## src/rtl/note_tone_gen_if.sv

```systemverilog
`timescale 1ns/1ps
// Note handshake bundle between the note producer and note_tone_gen.
// Latency: none, wires only.
// Backpressure: producer holds NoteValid/NotePeriod/NoteDuration stable until NoteReady.
//
// Signals:
//   NoteValid    producer -> block   a note is offered
//   NoteReady    block -> producer   note can be accepted this cycle
//   NotePeriod   producer -> block   full tone period in cycles (0/1 = rest)
//   NoteDuration producer -> block   note length in cycles (0 = 1-cycle silent note)
interface note_tone_gen_if #(
    parameter int PERIOD_W = 32,
    parameter int DUR_W    = 24
);
    logic                NoteValid;
    logic                NoteReady;
    logic [PERIOD_W-1:0] NotePeriod;
    logic [DUR_W-1:0]    NoteDuration;

    modport master (
        output NoteValid,
        output NotePeriod,
        output NoteDuration,
        input  NoteReady
    );

    modport slave (
        input  NoteValid,
        input  NotePeriod,
        input  NoteDuration,
        output NoteReady
    );
endinterface

```

## src/rtl/note_tone_gen.sv

```systemverilog
`timescale 1ns/1ps
// Square-wave tone generator playing (period, duration) notes back-to-back via a 1-entry pending buffer.
// Latency: an accepted note starts the cycle after the transfer (or right after the current note); NoteDone one cycle after its last cycle.
// Backpressure: NoteReady drops while a note is pending or Stop is high.
//
// Ports:
//   clk, rst_n   clock (rising edge), asynchronous active-low reset
//   note         slave side of note_tone_gen_if (NoteValid/NoteReady/NotePeriod/NoteDuration)
//   Stop         synchronous abort of the current and pending note
//   ToneOut      square-wave audio output
//   Busy         a note is playing or pending
//   NoteDone     one-cycle pulse after a note completes normally
module note_tone_gen #(
    parameter int PERIOD_W = 32,
    parameter int DUR_W    = 24
) (
    input  logic           clk,
    input  logic           rst_n,
    note_tone_gen_if.slave note,
    input  logic           Stop,
    output logic           ToneOut,
    output logic           Busy,
    output logic           NoteDone
);

    typedef enum logic {
        IDLE = 1'b0,
        PLAY = 1'b1
    } state_t;

    state_t              state;
    logic [PERIOD_W-1:0] per;
    logic [PERIOD_W-1:0] phase_cnt;
    logic [DUR_W-1:0]    dur_cnt;
    logic                zero_dur;

    logic                pend_vld;
    logic [PERIOD_W-1:0] pend_per;
    logic [DUR_W-1:0]    pend_dur;

    logic                xfer;
    logic                last_cyc;
    logic                load_pend;
    logic                load_new;
    logic [PERIOD_W-1:0] src_per;
    logic [DUR_W-1:0]    src_dur;
    logic [PERIOD_W-1:0] phase_nxt;

    assign note.NoteReady = !pend_vld && !Stop;
    assign xfer           = note.NoteValid && note.NoteReady;

    // dur_cnt holds the cycles left including the current one, so 1 marks the last cycle.
    assign last_cyc = (state == PLAY) && (dur_cnt == DUR_W'(1));

    // The pending note always wins at the end of a note; a fresh note only loads
    // directly when nothing is queued ahead of it.
    always_comb begin
        load_pend = last_cyc && pend_vld;
        load_new  = xfer && ((state == IDLE) || (last_cyc && !pend_vld));
        src_per   = load_pend ? pend_per : note.NotePeriod;
        src_dur   = load_pend ? pend_dur : note.NoteDuration;
    end

    // Periods below 2 are rests: the phase counter is parked at 0.
    always_comb begin
        phase_nxt = '0;
        if (per >= PERIOD_W'(2) && phase_cnt != per - PERIOD_W'(1)) begin
            phase_nxt = phase_cnt + PERIOD_W'(1);
        end
    end

    // High for the first floor(Per/2) cycles of each period, so odd periods run longer low.
    assign ToneOut = (state == PLAY) && (per >= PERIOD_W'(2)) &&
                     (phase_cnt < (per >> 1)) && !zero_dur;
    assign Busy    = (state == PLAY) || pend_vld;

    always_ff @(posedge clk or negedge rst_n) begin
        if (!rst_n) begin
            state     <= IDLE;
            per       <= '0;
            phase_cnt <= '0;
            dur_cnt   <= '0;
            zero_dur  <= 1'b0;
            pend_vld  <= 1'b0;
            pend_per  <= '0;
            pend_dur  <= '0;
            NoteDone  <= 1'b0;
        end else if (Stop) begin
            // Abort drops both notes silently; a NoteDone already on the output has had its cycle.
            state     <= IDLE;
            per       <= '0;
            phase_cnt <= '0;
            dur_cnt   <= '0;
            zero_dur  <= 1'b0;
            pend_vld  <= 1'b0;
            NoteDone  <= 1'b0;
        end else begin
            NoteDone <= last_cyc;

            if (load_pend || load_new) begin
                state     <= PLAY;
                per       <= src_per;
                phase_cnt <= '0;
                dur_cnt   <= (src_dur == '0) ? DUR_W'(1) : src_dur;
                zero_dur  <= (src_dur == '0);
            end else if (last_cyc) begin
                state     <= IDLE;
                per       <= '0;
                phase_cnt <= '0;
                dur_cnt   <= '0;
                zero_dur  <= 1'b0;
            end else if (state == PLAY) begin
                // Not the last cycle, so dur_cnt >= 2 here and cannot underflow.
                dur_cnt   <= dur_cnt - DUR_W'(1);
                phase_cnt <= phase_nxt;
            end

            if (load_pend) begin
                pend_vld <= 1'b0;
            end else if (xfer && !load_new) begin
                pend_vld <= 1'b1;
                pend_per <= note.NotePeriod;
                pend_dur <= note.NoteDuration;
            end
        end
    end

endmodule

```

## src/flat_wrapper.sv

```systemverilog
// flat-port wrapper written by rule: the top's interface ports become plain ports
module note_tone_gen_flat 
#(
    parameter int PERIOD_W = 32,
    parameter int DUR_W    = 24
)
  (clk, rst_n, Stop, ToneOut, Busy, NoteDone, note_NoteValid, note_NotePeriod, note_NoteDuration, note_NoteReady);
  note_tone_gen_if #(.PERIOD_W(PERIOD_W), .DUR_W(DUR_W)) note_i ();
  input  logic clk;
  input  logic rst_n;
  input  logic Stop;
  output logic ToneOut;
  output logic Busy;
  output logic NoteDone;
  input wire logic [$bits(note_i.NoteValid)-1:0] note_NoteValid;
  input wire logic [$bits(note_i.NotePeriod)-1:0] note_NotePeriod;
  input wire logic [$bits(note_i.NoteDuration)-1:0] note_NoteDuration;
  output wire logic [$bits(note_i.NoteReady)-1:0] note_NoteReady;
  assign note_i.NoteValid = note_NoteValid;
  assign note_i.NotePeriod = note_NotePeriod;
  assign note_i.NoteDuration = note_NoteDuration;
  assign note_NoteReady = note_i.NoteReady;
  note_tone_gen #(.PERIOD_W(PERIOD_W), .DUR_W(DUR_W)) u_core (.clk(clk), .rst_n(rst_n), .note(note_i), .Stop(Stop), .ToneOut(ToneOut), .Busy(Busy), .NoteDone(NoteDone));
endmodule
```

## config.mk

```make
export PLATFORM = sky130hd
export DESIGN_NAME = note_tone_gen_flat
export DESIGN_NICKNAME = d
export VERILOG_FILES = /design/src/rtl/note_tone_gen_if.sv /design/src/rtl/note_tone_gen.sv /design/src/flat_wrapper.sv
export SDC_FILE = /design/constraint.sdc
export NUM_CORES = 1
export LEC_CHECK = 0
export CAP_MARGIN = 10
export CORE_ASPECT_RATIO = 1.2
export CORE_MARGIN = 2
export CORE_UTILIZATION = 50
export DETAILED_ROUTE_END_ITERATION = 8
export PLACE_DENSITY_LB_ADDON = 0.08
export RECOVER_POWER = 100
export SETUP_SLACK_MARGIN = 0.3
export SYNTH_ARGS = -nofsm -noshare
export SYNTH_HDL_FRONTEND = slang
export SYNTH_SLANG_ARGS = --single-unit
```

## constraint.sdc

```tcl
create_clock -name clk -period 9 [get_ports clk]
set_input_delay 1.8 -clock clk [delete_from_list [all_inputs] [get_ports clk]]
set_output_delay 1.8 -clock clk [all_outputs]
set_load 0.1 [all_outputs]
```

# Word-level counts from Yosys, hierarchy flattened
# Cells that the tools add are included.
# totals
in_bits,60
reg_bits,148
wordCells,66
out_inout_bits,4
# classes
bitwise_logic,3
magnitude_cmp,2
reduce_logical,23
muxes,24
eq_ne,2
n_addsub,3
# op_table
op,n
$mux 32,9
$mux 24,6
$add 32x1->32 const B,1
$ge 32x2->1 const B,1
$lt 32x31->1,1
$ne 32x32->1,1
$sub 32x1->32 const B,1
$eq 24x1->1 const B,1
$logic_not 24->1,1
$sub 24x1->24 const B,1
$logic_and 1x1->1,11
$mux 1,9
$reduce_bool 3->1,2
$logic_not 1->1,4
$reduce_bool 4->1,1
$logic_or 1x1->1,3
$not 1->1,3
$reduce_and 3->1,1

# Depth between registers and ports, before layout
# Gate-level depths: netlist of the first run.
# logic_depth
word_depth,10
mapped_depth,12
depth_no_buf,10

# Worst setup path after synthesis of the first run
# No wires, ideal clock.
# synth_timing
kind,input to output
from,input Stop
to,output note_NoteReady
cell_stages,2
slack_ns,3.913
required_ns,7.200
path_buffers,1
arrival_time_ns,3.287
cell_sequence,clkbuf_1 nor2_1
# synth_via
elab_chain_len,2
# synth_rtl
element,line_no,source
start: declaration,flat_wrapper.sv:11,input logic Stop;
$logic_not 1->1,note_tone_gen.sv:49,assign note.NoteReady = !pend_vld && !Stop;
$logic_and 1x1->1,note_tone_gen.sv:49,
end: declaration,flat_wrapper.sv:18,output wire logic [$bits(note_i.NoteReady)-1:0] note_NoteReady;
# Every way passes these cells.

# Worst setup path in the final report of the first run
# layout_timing
from,input Stop
to,register u_core.phase_cnt[31]
# layout_via
elab_chain_len,7
elab_cells_between_ends,8
cone_classes,mux: 2; reduce/logical: 6
# layout_rtl
element,line_no,source
$logic_not 1->1,note_tone_gen.sv:49,
$logic_and 1x1->1,note_tone_gen.sv:49,
$logic_and 1x1->1,note_tone_gen.sv:50,assign xfer = note.NoteValid && note.NoteReady;
$logic_and 1x1->1,note_tone_gen.sv:59,load_new = xfer && ((state == IDLE) || (last_cyc && !pend_vld));
$logic_or 1x1->1,note_tone_gen.sv:100,if (load_pend || load_new) begin
$mux 32,note_tone_gen.sv:100,
$mux 32,note_tone_gen.sv:88,end else if (Stop) begin
end signal: assignment,note_tone_gen.sv:115,phase_cnt <= phase_nxt;
end: declaration,note_tone_gen.sv:33,logic [PERIOD_W-1:0] phase_cnt;
# Several ways; a longest one is shown, not always the timed one.
# A chain may end at the register's enable or synchronous reset.

==> impl_table.tex, run 1 <==
\begin{tabular}{lr}
\hline
Metric & Value \\
\hline
\multicolumn{2}{l}{\textbf{Route}} \\
Count of vias placed by the detailed router & 8018 \\
Initial drt markers & 458 \\
Routed wire length per instance & 18.6 um \\
Routed length on met3 & 731 um \\
Highest signal layer in the routed design & met4 \\
Metal-1 WL & 10700 um \\
DRT Pass-1 Iters & 5 \\
Number of nets still failing antenna checks after routing & 0 \\
Sum of met2 wire segment lengths after detailed routing & 12500 um \\
Drt drc & 0 \\
Total Wirelength & 24800 um \\
Avg Vias per Cell & 6.02 \\
\multicolumn{2}{l}{\textbf{Finish}} \\
Final instance area & 11000 um2 \\
Filler-free cell count of the finished design & 1331 \\
\# diodes & 0 \\
Area growth from synthesis to layout & 15.4\% \\
Post-layout util & 58.5\% \\
Layout cells sized above 1 & 11.0\% \\
Number of nets in the finished design & 1158 \\
\multicolumn{2}{l}{\textbf{Worst setup path}} \\
CP arrival & 7.08 ns \\
CP max-delay cell & clkbuf\_1 \\
Sort of element at the start of the critical path & input port \\
Type of element capturing the critical path & flop \\
Max incr delay on CP & 1.29 ns \\
Worst endpoint required time & 9.33 ns \\
Maximum net fanout on the critical path & 43 \\
Setup slack of the most critical reg-to-reg path & 3.08 ns \\
Crit-path cells & dlygate4sd3\_1 -> nor2\_1 -> o21ai\_4 -> clkbuf\_1 -> nor2\_2 -> clkbuf\_1 -> o21ai\_0 -> o21ai\_0 \\
Capturing point of the worst reg2reg path & u\_core.phase\_cnt[31] \\
Crit Path Class & input port to flop \\
Reg2Reg Depth & 11 \\
Origin of the worst setup path & Stop \\
Origin of the critical flop-to-flop path & u\_core.dur\_cnt[7] \\
\multicolumn{2}{l}{\textbf{Power and ir drop}} \\
VDD IR-drop max & 0.000140 V \\
Tot Pwr & 2.44 mW \\
Power density relative to cell area & 222 nW/um2 \\
Leakage & 4.62 nW \\
\multicolumn{2}{l}{\textbf{Timing}} \\
Worst relative slew slack & -116\% \\
Accumulated negative setup slack & 0 ns \\
Max Fclk & 148 MHz \\
Worst Clk Skew & 0.0119 ns \\
Final setup viols & 0 \\
Hold violation count in the final report & 0 \\
Setup repair after global routing missed its margin & no \\
Ratio of final minimum period to clock period & 75.0\% \\
Number of max-slew violations in the final report & 233 \\
Clock period minus final worst setup slack & 6.75 ns \\
Slew of the pin with the lowest slew margin & 3.24 ns \\
\multicolumn{2}{l}{\textbf{Logic synthesis}} \\
Area share of the largest cell type after synthesis & 38.9\% \\
Most frequent cells after synthesis & dfrtp\_1 (148), nand2\_1 (117), nor2\_1 (61) \\
Netlist cell types & 67 \\
Largest area contributor in the synthesized netlist & dfrtp\_1 \\
Cell types with the largest area share after synthesis & dfrtp\_1 (39\%), mux2\_2 (6.6\%), mux2i\_1 (4.8\%) \\
Number of enable flip-flop cells after synthesis & 0 \\
Post-synthesis cell count & 1034 \\
Synth Flop Type & dfrtp\_1 \\
Number of storage elements in the synthesis netlist & 148 \\
Sequential element share of the synthesized area & 38.9\% \\
Number of synthesis warnings & 0 \\
Most instantiated library cell after synthesis & dfrtp\_1 \\
Syn Nets & 1129 \\
Cell area after synthesis & 9520 um2 \\
FFs w/ async S/R, synth & 100\% \\
Mean instance size in the synthesized netlist & 9.21 um2 \\
\multicolumn{2}{l}{\textbf{Floorplan}} \\
Core footprint & 18800 um2 \\
Total Die Area & 20200 um2 \\
Row count & 55 \\
Ports & 64 \\
Die Wd & 130 um \\
Die height & 155 um \\
Starting utilization of the core area & 50.7\% \\
\multicolumn{2}{l}{\textbf{Worst hold path}} \\
Type of the tightest min-delay check & flop to flop \\
Hold path cells & 1 \\
Worst min-delay path endpoint & u\_core.pend\_per[30] \\
Hold\_sp & u\_core.pend\_per[30] \\
\multicolumn{2}{l}{\textbf{Flow run}} \\
\# Max-Cap Violations & 5 \\
\multicolumn{2}{l}{\textbf{Placement}} \\
Cell area reported after detailed placement & 10400 um2 \\
Weighted congestion at the end of routability-driven global placement & 0.918 \\
Port bufs & 63 \\
Number of cells in the design after placement & 1300 \\
DPL Wire Length & 17500 um \\
\multicolumn{2}{l}{\textbf{GRT}} \\
Global-route wire length before repair & 40300 um \\
Global Route Usage Sum & 25.5\% \\
Global route total overflow & 0 \\
Number of global-route vias before repair & 7806 \\
Number of antenna violations at the first check in global routing & 0 \\
Largest net degree at the start of global routing & 100 \\
\multicolumn{2}{l}{\textbf{Status}} \\
Result of the run & finished, violations left \\
Violated checks & capacitance limit, slew limit \\
\multicolumn{2}{l}{\textbf{CTS}} \\
Quantity of hold-fixing buffers added after cts & 0 \\
H-tree levels & 4 \\
Clock Pin Slew Worst Setup and Hold Paths & 0.07 ns \\
Resized Gates After CTS & 0 \\
Clock root cell & clkbuf\_16 \\
CTS tree & done \\
Bufs on Longest Clock Path & 2 \\
Clock latency on the worst-skew pair & 0.44 ns \\
Cts bufs inserted & 17 \\
Post-CTS setup repair buffer count & 0 \\
Num Clock Sinks & 148 \\
\hline
\end{tabular}
## logic make-up after synthesis
| family | synth area share (%) |
|---|---|
| AO/OA/AOI/OAI | 16.1 |
| XOR/XNOR | 4.60 |
| adder cells (fa/ha/maj) | 4.60 |
| buffers and inverters | 4.74 |
| flip-flops | 38.9 |
| multiplexers | 11.5 |
| AND/OR/NAND/NOR | 19.6 |
## through the flow
stage | hold WS, ns | setup slack (ns)
floorplan | 0.445 | 3.91
global placement | 0.486 | 3.09
detailed placement | 0.493 | 3.08
CTS | 0.507 | 3.06
global route | 0.515 | 1.81
finish | 0.505 | 2.25
## cells in the final DEF, fill, tap and decap left out, types with 6 or more instances in the layout
cell type / count
a211oi_1: 10
a21o_1: 13
a21oi_1: 22
a221oi_1: 6
a311oi_1: 6
a31oi_1: 11
and2_1: 18
and3_1: 7
buf_4: 7
clkbuf_16: 17
clkdlybuf4s50_1: 57
dfrtp_1: 148
ha_1: 35
inv_1: 47
mux2_2: 56
mux2i_1: 45
nand2_1: 117
nand3_1: 29
nand4_1: 18
nor2_1: 60
nor2b_1: 12
nor3_1: 32
nor4_1: 34
o211ai_1: 17
o211ai_2: 7
o21ai_0: 35
o221ai_1: 20
o22ai_1: 38
or3_1: 6
or4_1: 9
xnor2_1: 34
xor2_1: 16
## worst max-delay path by stage
stage | to | slack (ns)
after global placement | note_NoteReady | 3.09
after floorplan | note_NoteReady | 3.91
after global routing | u_core.phase_cnt[31] | 1.81
after detailed placement | note_NoteReady | 3.08
final | u_core.phase_cnt[31] | 2.25
after CTS | note_NoteReady | 3.06
## worst max-delay path: cells and delay by family
kind,cells,cell delay (ns)
buffers and inverters,3,2.93
AND/OR/NAND/NOR,2,0.79
AO/OA/AOI/OAI,3,1.49
## report_power, final
group          switching, mW  internal (mW)  leakage [nW]
logic                  0.372          0.297          2.37
clock network          0.310          0.496         0.318
registers              0.132          0.830          1.93
## per-layer routing
| metal | GRT usage, % | vias to the layer above |
|---|---|---|
| li1 | - | 3867 |
| met1 | 32.6 | 3911 |
| met2 | 43.3 | 191 |
| met3 | 3.44 | 49 |
| met4 | 10.5 | 0 |
| met5 | 0 | - |
## area by class of cell
class                   count  area (um2)
multi-input cells         774        5430
clock inverters            14         225
well taps                 256         320
fillers                  1669        7800
clock buffers              17         425
inverters                  47         176
repair buffers             75         703
flip-flops and latches    148        3700
## sequential cells by signal (all words and copies together), names as in the netlist
name and count:
u_core.pend_per 32, u_core.zero_dur 1, u_core.per 32, u_core.dur_cnt 24, u_core.state 1, u_core.pend_dur 24, u_core.phase_cnt 32, u_core.pend_vld 1
u_core.NoteDone 1
Power figures use the tool's default switching activity.
==> run 2, diff against run 1 <==
clock period = 6.8 ns   (was 9 ns; I/O delays follow)
==> run 2 against run 1 <==
Net effect: non-clock buffer count increased by 1; first-iteration DRC count increased by 20%; register-to-register slack got worse by 2.0 ns; clock power increased by 17%; clock skew decreased by 0.00069 ns; critical endpoint is now u_core.phase_cnt[11]; utilization decreased by 0.59 points; critical path depth increased by 3; global-route usage increased by 0.051 points; the flow still finishes with violations (capacitance limit, slew limit); power increased by 27%.
==> impl_table.tex, run 2 (synthesized netlist as in run 1, its figures left out) <==
\begin{tabular}{lr}
\hline
Metric & Value \\
\hline
\multicolumn{2}{l}{\textbf{Worst setup path}} \\
Crit Path Class & flop to flop \\
Worst endpoint required time & 7.09 ns \\
Origin of the critical flop-to-flop path & u\_core.dur\_cnt[7] \\
Maximum net fanout on the critical path & 43 \\
Capturing point of the worst reg2reg path & u\_core.phase\_cnt[11] \\
Type of element capturing the critical path & flop \\
Origin of the worst setup path & u\_core.dur\_cnt[7] \\
Last element of the critical path & u\_core.phase\_cnt[11] \\
CP arrival & 5.97 ns \\
Reg2Reg Depth & 11 \\
Sort of element at the start of the critical path & flop \\
Setup slack of the most critical reg-to-reg path & 1.12 ns \\
\multicolumn{2}{l}{\textbf{GRT}} \\
Number of antenna violations at the first check in global routing & 0 \\
Global-route wire length before repair & 40300 um \\
Number of global-route vias before repair & 7833 \\
Largest net degree at the start of global routing & 98 \\
Global route total overflow & 0 \\
Global Route Usage Sum & 25.6\% \\
\multicolumn{2}{l}{\textbf{Placement}} \\
DPL Wire Length & 17900 um \\
Number of cells in the design after placement & 1301 \\
Weighted congestion at the end of routability-driven global placement & 0.916 \\
Port bufs & 63 \\
\multicolumn{2}{l}{\textbf{Finish}} \\
Number of nets in the finished design & 1159 \\
Largest registers in the final layout & u\_core.pend\_per: 32 flops, u\_core.per: 32 flops, u\_core.phase\_cnt: 32 flops \\
Area growth from synthesis to layout & 14.2\% \\
\# diodes & 0 \\
Layout cells sized above 1 & 10.4\% \\
Most common cell after layout, fill and taps aside & dfrtp\_1 \\
Post-layout util & 57.9\% \\
Filler-free cell count of the finished design & 1333 \\
Commonest cells after routing, fill and taps aside & dfrtp\_1 (148), nand2\_1 (117), nor2\_1 (61), clkdlybuf4s50\_1 (57), mux2\_2 (56) \\
Fill count & 1717 \\
\multicolumn{2}{l}{\textbf{Floorplan}} \\
Row count & 55 \\
Total Die Area & 20200 um2 \\
Die height & 155 um \\
Die Wd & 130 um \\
Ports & 64 \\
Starting utilization of the core area & 50.7\% \\
Core footprint & 18800 um2 \\
\multicolumn{2}{l}{\textbf{CTS}} \\
Clock root cell & clkbuf\_16 \\
Num Clock Sinks & 148 \\
H-tree levels & 4 \\
Bufs on Longest Clock Path & 2 \\
Cts bufs inserted & 17 \\
Post-CTS setup repair buffer count & 0 \\
Quantity of hold-fixing buffers added after cts & 0 \\
CTS tree & done \\
Clock Pin Slew Worst Setup and Hold Paths & 0.07 ns \\
Resized Gates After CTS & 0 \\
Clock latency on the worst-skew pair & 0.43 ns \\
\multicolumn{2}{l}{\textbf{Timing}} \\
Worst relative slew slack & -82.3\% \\
Slew of the pin with the lowest slew margin & 2.73 ns \\
Hold slack & 0.506 ns \\
Final setup viols & 0 \\
Hold violation count in the final report & 0 \\
Worst Clk Skew & 0.0112 ns \\
Accumulated negative setup slack & 0 ns \\
Clock period minus final worst setup slack & 5.68 ns \\
Setup repair after global routing missed its margin & no \\
Ratio of final minimum period to clock period & 83.5\% \\
Max Fclk & 176 MHz \\
Number of max-slew violations in the final report & 182 \\
\multicolumn{2}{l}{\textbf{Route}} \\
Drt drc & 0 \\
Avg Vias per Cell & 6.00 \\
Count of vias placed by the detailed router & 8000 \\
Number of nets still failing antenna checks after routing & 0 \\
Total Wirelength & 25000 um \\
Initial drt markers & 551 \\
Routed wire length per instance & 18.7 um \\
DRT Pass-1 Iters & 5 \\
\multicolumn{2}{l}{\textbf{Status}} \\
Result of the run & finished, violations left \\
Violated checks & capacitance limit, slew limit \\
\multicolumn{2}{l}{\textbf{Worst hold path}} \\
Type of the tightest min-delay check & flop to flop \\
\multicolumn{2}{l}{\textbf{Power and ir drop}} \\
Leakage & 4.56 nW \\
Power density relative to cell area & 285 nW/um2 \\
VDD IR-drop max & 0.000182 V \\
Tot Pwr & 3.10 mW \\
\multicolumn{2}{l}{\textbf{Flow run}} \\
\# Max-Cap Violations & 4 \\
\hline
\end{tabular}
[run 2: cell count changes in the layout (fill, tap and decap cells not counted), moves of 2 or more]
cell,delta
o211ai_1,+5
clkinvlp_4,+2
o211ai_2,-5
bufinv_16,-4
clkinv_2,-2
inv_6,+2
[run 2: worst min-delay path by stage]
stage,from,end,slack [ns],depth (start not counted)
floorplan,u_core.zero_dur,u_core.zero_dur,0.44,2
global placement,u_core.pend_per[23],u_core.pend_per[23],0.49,1
detailed placement,u_core.pend_per[17],u_core.pend_per[17],0.49,1
CTS,u_core.pend_per[17],u_core.pend_per[17],0.51,1
global route,u_core.pend_per[6],u_core.pend_per[6],0.51,1
finish,u_core.pend_per[25],u_core.pend_per[25],0.51,1
[run 2: through the flow]
step / worst slack (ns) / cell area [um2]
2_1_floorplan: 2.59 / 9520
3_3_place_gp: 1.79 / 10400
3_5_place_dp: 1.77 / 10400
4_1_cts: 1.42 / 10900
5_1_grt: 0.743 / 10900
6_report: 1.12 / 10900
[run 2: area by class of cell]
type / count / area (um2) / area share [%]
clock buffers: 19 / 443 / 4.07
repair buffers: 76 / 711 / 6.53
well taps: 256 / 320 / 2.94
flip-flops and latches: 148 / 3700 / 34.1
inverters: 47 / 176 / 1.62
multi-input cells: 774 / 5390 / 49.5
clock inverters: 13 / 136 / 1.25
[run 2: worst max-delay path, stage by stage (launching register included)]
cell	delay (ns)
dfrtp_1	0.43
nor4_1	0.76
nand2_1	0.32
nor3_1	0.25
clkbuf_1	0.51
nor2_1	0.26
o21ai_4	0.11
clkbuf_1	1.55
nor2_1	0.63
buf_4	0.45
o211ai_1	0.13
o211ai_1	0.11
[run 2: layer usage]
layer,global-route usage [%],vias to the layer above,part of all wire (%)
met2,44.6,176,51
met5,0,-,0
li1,-,3870,-
met3,3.58,47,2.8
met4,9.73,0,3.0
met1,31.9,3907,44
[run 2: report_power, final]
group	leakage [nW]	switching (mW)	total [mW]	internal (mW)
clock	0.275	0.418	0.943	0.525
combinational	2.35	0.493	0.883	0.391
sequential	1.93	0.176	1.27	1.10
==> run 3, diff against run 2 <==
clock period = 5.4 ns   (was 6.8 ns; I/O delays follow)
==> run 3 against run 2 <==
Net effect: the flow still finishes with violations (capacitance limit, slew limit); global-route usage rose by 0.24 points; combinational power rose by 27%; wire length rose by 0.65%; final area rose by 0.49%; clock skew barely moved; critical path type is now flop to output port.
==> impl_table.tex, run 3 (synthesized netlist as in run 1, its figures left out) <==
\begin{tabular}{lr}
\hline
Metric & Value \\
\hline
\multicolumn{2}{l}{\textbf{Status}} \\
Result of the run & finished, violations left \\
Violated checks & capacitance limit, slew limit \\
\multicolumn{2}{l}{\textbf{Worst setup path}} \\
Crit Path Class & flop to output port \\
Maximum net fanout on the critical path & 11 \\
Max incr delay on CP & 0.73 ns \\
Sum of buffers and inverters on the critical path & 1 \\
Type of element capturing the critical path & output port \\
Sort of element at the start of the critical path & flop \\
Worst endpoint required time & 4.32 ns \\
Largest delay share family, worst path & simple AND/OR/NAND/NOR gates \\
CP max-delay cell & nor4\_1 \\
Crit-path cells & nor4\_1 -> and4\_1 -> nand3\_1 -> o41ai\_1 -> nor2\_1 -> o31a\_1 -> clkbuf\_2 \\
CP arrival & 3.52 ns \\
\multicolumn{2}{l}{\textbf{Floorplan}} \\
Core footprint & 18800 um2 \\
Total Die Area & 20200 um2 \\
Starting utilization of the core area & 50.7\% \\
Ports & 64 \\
Die height & 155 um \\
Die Wd & 130 um \\
Row count & 55 \\
\multicolumn{2}{l}{\textbf{Power and ir drop}} \\
Tot Pwr & 3.97 mW \\
Sequential share of power & 40.4\% \\
Sw frac & 33.3\% \\
Internal portion of total power & 2.64 mW \\
Power density relative to cell area & 363 nW/um2 \\
Reported net switching power & 1.32 mW \\
Leakage & 4.59 nW \\
VDD IR-drop max & 0.000243 V \\
Combinational Power Share & 28.1\% \\
Part of the total power dissipated in the clock network & 31.5\% \\
\multicolumn{2}{l}{\textbf{Route}} \\
Routed wire length per instance & 18.8 um \\
Number of nets still failing antenna checks after routing & 0 \\
Count of vias placed by the detailed router & 8103 \\
DRT Pass-1 Iters & 4 \\
Avg Vias per Cell & 6.07 \\
Initial drt markers & 471 \\
Drt drc & 0 \\
Total Wirelength & 25100 um \\
\multicolumn{2}{l}{\textbf{CTS}} \\
H-tree levels & 4 \\
Clock Pin Slew Worst Setup and Hold Paths & 0.06 ns \\
Num Clock Sinks & 148 \\
CTS tree & done \\
Quantity of hold-fixing buffers added after cts & 0 \\
Clock latency on the worst-skew pair & 0.43 ns \\
Cts bufs inserted & 17 \\
Post-CTS setup repair buffer count & 0 \\
Resized Gates After CTS & 0 \\
Clock root cell & clkbuf\_16 \\
Bufs on Longest Clock Path & 2 \\
\multicolumn{2}{l}{\textbf{Flow run}} \\
\# Max-Cap Violations & 3 \\
\multicolumn{2}{l}{\textbf{Timing}} \\
Worst relative slew slack & -63.1\% \\
Setup repair after global routing missed its margin & no \\
Slew of the pin with the lowest slew margin & 2.45 ns \\
Ratio of final minimum period to clock period & 85.3\% \\
Final setup viols & 0 \\
Accumulated negative setup slack & 0 ns \\
Max Fclk & 217 MHz \\
Worst Clk Skew & 0.0112 ns \\
Number of max-slew violations in the final report & 129 \\
Clock period minus final worst setup slack & 4.60 ns \\
Hold violation count in the final report & 0 \\
\multicolumn{2}{l}{\textbf{Finish}} \\
Combined area of the multi-input logic cells & 5410 um2 \\
Most common cell after layout, fill and taps aside & dfrtp\_1 \\
Number of nets in the finished design & 1163 \\
Layout cells sized above 1 & 10.9\% \\
Fill count & 1682 \\
Largest registers in the final layout & u\_core.pend\_per: 32 flops, u\_core.per: 32 flops, u\_core.phase\_cnt: 32 flops \\
Sequential cell area & 3700 um2 \\
\# diodes & 0 \\
Area growth from synthesis to layout & 14.8\% \\
Commonest cells after routing, fill and taps aside & dfrtp\_1 (148), nand2\_1 (117), nor2\_1 (60), clkdlybuf4s50\_1 (57), mux2\_2 (56) \\
\multicolumn{2}{l}{\textbf{GRT}} \\
Number of global-route vias before repair & 7813 \\
Global-route wire length before repair & 40400 um \\
Global route total overflow & 0 \\
Number of antenna violations at the first check in global routing & 0 \\
Global Route Usage Sum & 25.8\% \\
Largest net degree at the start of global routing & 54 \\
\multicolumn{2}{l}{\textbf{Placement}} \\
Weighted congestion at the end of routability-driven global placement & 0.957 \\
DPL Wire Length & 18600 um \\
Port bufs & 63 \\
\multicolumn{2}{l}{\textbf{Worst hold path}} \\
Type of the tightest min-delay check & flop to flop \\
\hline
\end{tabular}
## run 3: per-layer routing
| layer | vias to the layer above | GRT usage (%) | routed length, um |
|---|---|---|---|
| li1 | 3894 | - | - |
| met1 | 3972 | 32.0 | 10900 |
| met2 | 184 | 44.7 | 12700 |
| met3 | 53 | 4.30 | 806 |
| met4 | 0 | 9.88 | 814 |
| met5 | - | 0 | 0 |
## run 3: cell type report
class	count	area share [%]
Timing Repair Buffer	80	6.52
Inverter	47	1.61
Clock inverter	12	1.65
Clock buffer	18	3.93
Multi-Input combinational cell	774	49.5
Sequential cell	148	33.9
Tap cell	256	2.93
## run 3: metrics by stage
step / cell area, um2 / utilization, % / worst slack, ns / hold WS [ns] / instances
floorplan: 9520 / - / 1.75 / 0.445 / 1034
global placement: 10400 / 55.3 / 1.54 / 0.486 / 1305
detailed placement: 10400 / 55.3 / 1.42 / 0.494 / 1305
CTS: 11000 / 58.6 / 0.966 / 0.507 / 1335
global route: 10900 / 58.2 / 0.458 / 0.513 / 1335
finish: 10900 / 58.2 / 0.796 / 0.504 / 1335
## run 3: worst reg2reg max path: stages (launching register included)
cell and delay (ns):
dfrtp_1 0.43, nor4_1 0.73, nand2_1 0.32, nor3_1 0.32, buf_4 0.25, nor2_1 0.14, o21ai_4 0.16, clkbuf_1 1.44
o21ai_0 0.22, a22o_1 0.31
## run 3: path summary, 6_finish.rpt
check | startpoint | to | slack (ns) | cells after the start
max in group asynchronous | rst_n | u_core.pend_per[29] | 1.61 | 2
min in group asynchronous | rst_n | u_core.phase_cnt[9] | 1.39 | 1
min | u_core.pend_per[18] | u_core.pend_per[18] | 0.50 | 1
max reg2reg | u_core.dur_cnt[7] | u_core.dur_cnt[6] | 0.98 | 9
min reg2reg | u_core.pend_per[18] | u_core.pend_per[18] | 0.50 | 1
max | u_core.per[7] | ToneOut | 0.80 | 7
## run 3: power by group through the flow
stage / Sequential (mW) / Clock (mW) / Combinational [mW]
floorplan: 1.54 / 0 / 0.842
global placement: 1.60 / 0 / 1.11
detailed placement: 1.61 / 0 / 1.12
CTS: 1.60 / 1.28 / 1.13
global route: 1.64 / 1.32 / 1.23
finish: 1.60 / 1.25 / 1.12
==> patch 1 (config.mk and constraints of run 1) <==
`DUR_W` is set to 24 in 3 places; all go to 36.
--- a/src/rtl/note_tone_gen_if.sv
+++ b/src/rtl/note_tone_gen_if.sv
@@ -10,7 +10,7 @@
 //   NoteDuration producer -> block   note length in cycles (0 = 1-cycle silent note)
 interface note_tone_gen_if #(
     parameter int PERIOD_W = 32,
-    parameter int DUR_W    = 24
+    parameter int DUR_W    = 36
 );
     logic                NoteValid;
     logic                NoteReady;
--- a/src/rtl/note_tone_gen.sv
+++ b/src/rtl/note_tone_gen.sv
@@ -12,7 +12,7 @@
 //   NoteDone     one-cycle pulse after a note completes normally
 module note_tone_gen #(
     parameter int PERIOD_W = 32,
-    parameter int DUR_W    = 24
+    parameter int DUR_W    = 36
 ) (
     input  logic           clk,
     input  logic           rst_n,
--- a/src/flat_wrapper.sv
+++ b/src/flat_wrapper.sv
@@ -2,7 +2,7 @@
 module note_tone_gen_flat 
 #(
     parameter int PERIOD_W = 32,
-    parameter int DUR_W    = 24
+    parameter int DUR_W    = 36
 )
   (clk, rst_n, Stop, ToneOut, Busy, NoteDone, note_NoteValid, note_NotePeriod, note_NoteDuration, note_NoteReady);
   note_tone_gen_if #(.PERIOD_W(PERIOD_W), .DUR_W(DUR_W)) note_i ();
Interface: changed (resized note_NoteDuration); port bits go from 64 to 76. The function was not compared with the original's and may differ.
==> patch 1 against run 1 <==
  * Non-clock buffer count increased by 9
  * Sequential cell count is 24 higher
  * Hold slack about the same
  * Count of clock-buffer cells in the layout increased by 1
  * The run still ends with capacitance limit, slew limit left
  * Critical path type is now flop to output port
  * Clock power fell by 5.1%
  * Routed wire length increased by 23%
  * Global-route usage grew 1.1 points
  * Area after synthesis increased by 15%
  * Setup slack lost 22 ps
  * Sequential power grew 18%
  * Total power grew 12%
  * Via count is 17% higher
  * Final area is 11% higher
==> patch 1: results (changes against run 1) <==
grt_pass1_vias: 9332  # +20%
routed-wl-met2_microns: 15700  # +26%
drive_gt1_share_pct: 9.59  # -1.4 points
met1_usage_pct: 32.2  # -0.41 points
status: "complete, but fails checks"
grt_pass1_wl_microns: 49500  # +23%
routabilityCongestion: 0.868  # -5.5%
drtIter0Drc: 706  # +54%
reg2reg_to: "u_core.phase_cnt[26]"
r2r_slack_ps: 2660  # -420 ps
arrival_ps: 4970  # -2110 ps
tightest_slew_ps: 3860  # +626 ps
drt-met1-wl_microns: 12400  # +16%
final_nets: 1305  # +13%
crit_family: "simple AND/OR/NAND/NOR gates"
drv_slew: 207  # -11%
violations: "capacitance limit, slew limit"
r2r_start: "u_core.per[6]"
seq_area_frac_synth_pct: 39.4  # +0.45 points
synth_area_leaders: "dfrtp_1 (39%), mux2_2 (6.2%), mux2i_1 (4.8%), nand2_1 (4.1%), ha_1 (4.0%)"
grt_use_met2_pct: 47.1  # +3.7 points
n_fill_cell: 1978  # +19%
synth_cell_types: 78  # +16%
grt_max_degree: 71  # -29%
wire_per_inst_microns: 20.6  # +11%
top_regs: "u_core.dur_cnt x36, u_core.pend_dur x36"
dp_hpwl_microns: 21400  # +22%
maxCapViolations: 4  # -1
dr_total_vias: 9416  # +17%
==> patch 1: changes by cell type after synthesis, moves of 13 or more <==
cell	delta
a31oi_1	+43
dfrtp_1	+24
o211ai_1	-15
a21oi_1	+21
o221ai_1	-13
o21ai_0	+24
==> patch 1: report_power, final <==
part           switching [mW]  internal [mW]
Sequential              0.169          0.975
Combinational           0.450          0.373
Clock                   0.341          0.424
==> patch 1: cell type report <==
type                    count  area [sq um]  area share, %
clock inverters            13           153           1.25
inverters                  44           165           1.35
flip-flops and latches    172          4300           35.1
repair buffers             84           802           6.55
clock buffers              18           439           3.59
well taps                 274           343           2.80
multi-input cells         879          6040           49.3
==> patch 1: per-stage QoR <==
step	worst slack (ps)	util [%]	cells	power (mW)
2_1_floorplan	3980	-	1167	1.74
6_report	2230	56.8	1484	2.73
5_1_grt	1670	56.8	1484	2.89
3_5_place_dp	3590	54.6	1453	1.99
3_3_place_gp	3600	54.6	1453	1.97
4_1_cts	3140	57.3	1484	2.76
==> patch 1: cell families after synthesis <==
| kind of cell | Yosys count | share of synthesized area [%] |
|---|---|---|
| compound gates | 288 | 17.0 |
| flops | 172 | 39.4 |
| mux | 121 | 12.2 |
| buf+inv | 116 | 4.91 |
| xor+xnor | 39 | 3.12 |
| simple gates | 396 | 19.5 |
| fa+ha+maj | 35 | 4.00 |
==> patch 1: worst min path at each step <==
stage	start	endpoint	slack (ps)	depth (start not counted)
6_report	u_core.pend_per[9]	u_core.pend_per[9]	500	1
5_1_grt	u_core.pend_per[5]	u_core.pend_per[5]	520	1
4_1_cts	u_core.pend_per[9]	u_core.pend_per[9]	510	1
3_5_place_dp	u_core.zero_dur	u_core.zero_dur	490	2
3_3_place_gp	u_core.zero_dur	u_core.zero_dur	480	2
2_1_floorplan	u_core.zero_dur	u_core.zero_dur	440	2
==> patch 2 (config.mk and constraints of run 1) <==
Made on the original files. Put a register stage on the output `ToneOut`, with the module's reset. The value now appears one clock later. The other outputs are not delayed to match.
--- a/src/rtl/note_tone_gen.sv
+++ b/src/rtl/note_tone_gen.sv
@@ -70,8 +70,13 @@
     end
 
     // High for the first floor(Per/2) cycles of each period, so odd periods run longer low.
-    assign ToneOut = (state == PLAY) && (per >= PERIOD_W'(2)) &&
-                     (phase_cnt < (per >> 1)) && !zero_dur;
+    always_ff @(posedge clk or negedge rst_n) begin
+        if (!rst_n) begin
+            ToneOut <= '0;
+        end else begin
+            ToneOut <= (state == PLAY) && (per >= PERIOD_W'(2)) && (phase_cnt < (per >> 1)) && !zero_dur;
+        end
+    end
     assign Busy    = (state == PLAY) || pend_vld;
 
     always_ff @(posedge clk or negedge rst_n) begin
Formal check against the unedited RTL: not equivalent (Yosys sat finds a counterexample within 4 cycles, from zero or initial values and one cycle with rst_n low).
==> patch 2 against run 1 <==
  * The run still ends with capacitance limit, slew limit left
  * Setup slack better by 310 ps
  * Critical path depth is 3 higher
  * Area after synthesis is 0.88% lower
  * Routed wire length is 0.66% higher
  * Sequential cell count is 1 higher
  * Final area is 1.4% lower
  * Clock skew is 1.4 ps higher
  * Via count is 1.2% higher
  * Total power is 5.5% lower
  * Critical path type unchanged
  * Highest routed layer unchanged
==> patch 2: results (changes against run 1) <==
status: "complete, but fails checks"
violations: "capacitance limit, slew limit"
path_max_fanout: 46  # +7.0%
setup_viol: 0  # unchanged
min_path_type: "flop to flop"
synth_compound_area_share_pct: 16.0  # -0.11 points
grt_pass1_vias: 7915  # +1.4%
crit_family: "buffers and inverters"
grt_max_degree: 106  # +6.0%
seq_area_frac_synth_pct: 39.5  # +0.61 points
holdPathStages: 1  # unchanged
max_stage_delay_ps: 1410  # +120 ps
syn_nets: 1111  # -1.6%
final_nets: 1152  # -0.52%
maxCapViolations: 4  # -1
cts_buffer_depth: 2  # unchanged
reg2reg_to: "u_core.pend_per[30]"
dp_hpwl_microns: 17900  # +2.2%
clk_latency_ps: 440  # about the same
r2r_cells: 9  # -2
synthMuxAreaShare_pct: 11.6  # +0.12 points
drive_gt1_share_pct: 10.4  # -0.60 points
synth_area_leaders: "dfrtp_1 (40%), mux2_2 (6.8%), mux2i_1 (4.8%), ha_1 (4.6%), nand2_1 (3.6%)"
swShare_pct: 34.5  # +1.1 points
wire_per_inst_microns: 18.8  # +1.0%
grtUsageTotal_pct: 26.0  # +0.48 points
hold_start: "u_core.pend_per[15]"
skew_ps: 13.3  # +1.37 ps
routabilityCongestion: 0.891  # -3.0%
vias_per_cell: 6.12  # +1.6%
portBuffers: 63  # unchanged
ir_worst_vdd_mv: 0.159  # +13%
synth_cell_types: 69  # +3.0%
holdPathEnd: "u_core.pend_per[15]"
top_regs: "u_core.pend_per x32, u_core.per x32, u_core.phase_cnt x32"
arrival_ps: 6780  # -300 ps
power.leakage_nw: 4.39  # -4.9%
synthAdderAreaFrac_pct: 4.64  # +0.041 points
grt_pass1_wl_microns: 40700  # +0.92%
relSlewSlack_pct: -66.0  # +50 points
drv_slew: 162  # -30%
synthTopCellsByCount: "dfrtp_1 (149), nand2_1 (91), inv_1 (57), mux2_2 (57), nor2_1 (52)"
r2r_start: "u_core.dur_cnt[1]"
ctsResizeCount: 0  # unchanged
synth_xor_area_share_pct: 3.43  # -1.2 points
drtIter0Drc: 520  # +14%
r2r_slack_ps: 3990  # +910 ps
patch 2: cell count changes after synthesis, sizes merged, moves of 11 or more:
cell,run 1,this run
nand2,117,91
o221ai,21,2
and2,19,2
o211ai,24,7
a31oi,11,27
nand3,30,44
o21ai,36,48
a311oi,6,17
inv,47,58
or3,6,17
patch 2: final cells by class:
class,instances,area [sq um]
repair buffers,76,703
well taps,256,320
inverters,59,221
clock inverters,14,165
multi-input cells,754,5260
clock buffers,18,429
fillers,1671,7820
flip-flops and latches,149,3730
patch 2: logic make-up (layout without fill, tap and decap cells):
| kind of cell | Yosys count | in the layout |
|---|---|---|
| AOI/OAI and AO/OA | 225 | 225 |
| xor gates and xnor gates | 37 | 37 |
| adders and majority gates | 35 | 35 |
| buffers and inverters | 113 | 167 |
| DFF | 149 | 149 |
| muxes | 102 | 102 |
| and+or+nand+nor | 355 | 355 |
patch 2: power groups by stage:
| stage | Sequential, mW | Clock [mW] | Combinational, mW |
|---|---|---|---|
| finish | 0.948 | 0.725 | 0.630 |
| global route | 0.968 | 0.766 | 0.694 |
| CTS | 0.944 | 0.740 | 0.635 |
| detailed placement | 0.957 | 0 | 0.632 |
| global placement | 0.951 | 0 | 0.624 |
| floorplan | 0.926 | 0 | 0.466 |
patch 2: how the worst max path moves through the flow:
stage,from,to,depth (start not counted)
after floorplan,Stop,note_NoteReady,3
after global placement,Stop,note_NoteReady,4
final,Stop,u_core.phase_cnt[13],11
after CTS,Stop,note_NoteReady,4
after global routing,Stop,u_core.phase_cnt[22],11
after detailed placement,Stop,note_NoteReady,4
patch 2: metal layers:
| layer | wire [microns] | vias to the layer above | GRT usage [%] |
|---|---|---|---|
| li1 | - | 3896 | - |
| met1 | 10600 | 3985 | 32.6 |
| met2 | 12900 | 193 | 45.6 |
| met3 | 968 | 39 | 3.84 |
| met4 | 544 | 0 | 8.70 |
| met5 | 0 | - | 0 |
patch 2: stage by stage:
stage | hold WS, ps | cells | setup slack (ps) | utilization [%] | instance area [sq um]
3_5_place_dp | 493 | 1294 | 3470 | 55.1 | 10300
4_1_cts | 508 | 1326 | 3470 | 58.3 | 10900
3_3_place_gp | 486 | 1294 | 3470 | 55.1 | 10300
5_1_grt | 516 | 1326 | 1980 | 58.1 | 10800
6_report | 505 | 1326 | 2560 | 58.1 | 10800
2_1_floorplan | 445 | 1016 | 3740 | - | 9440
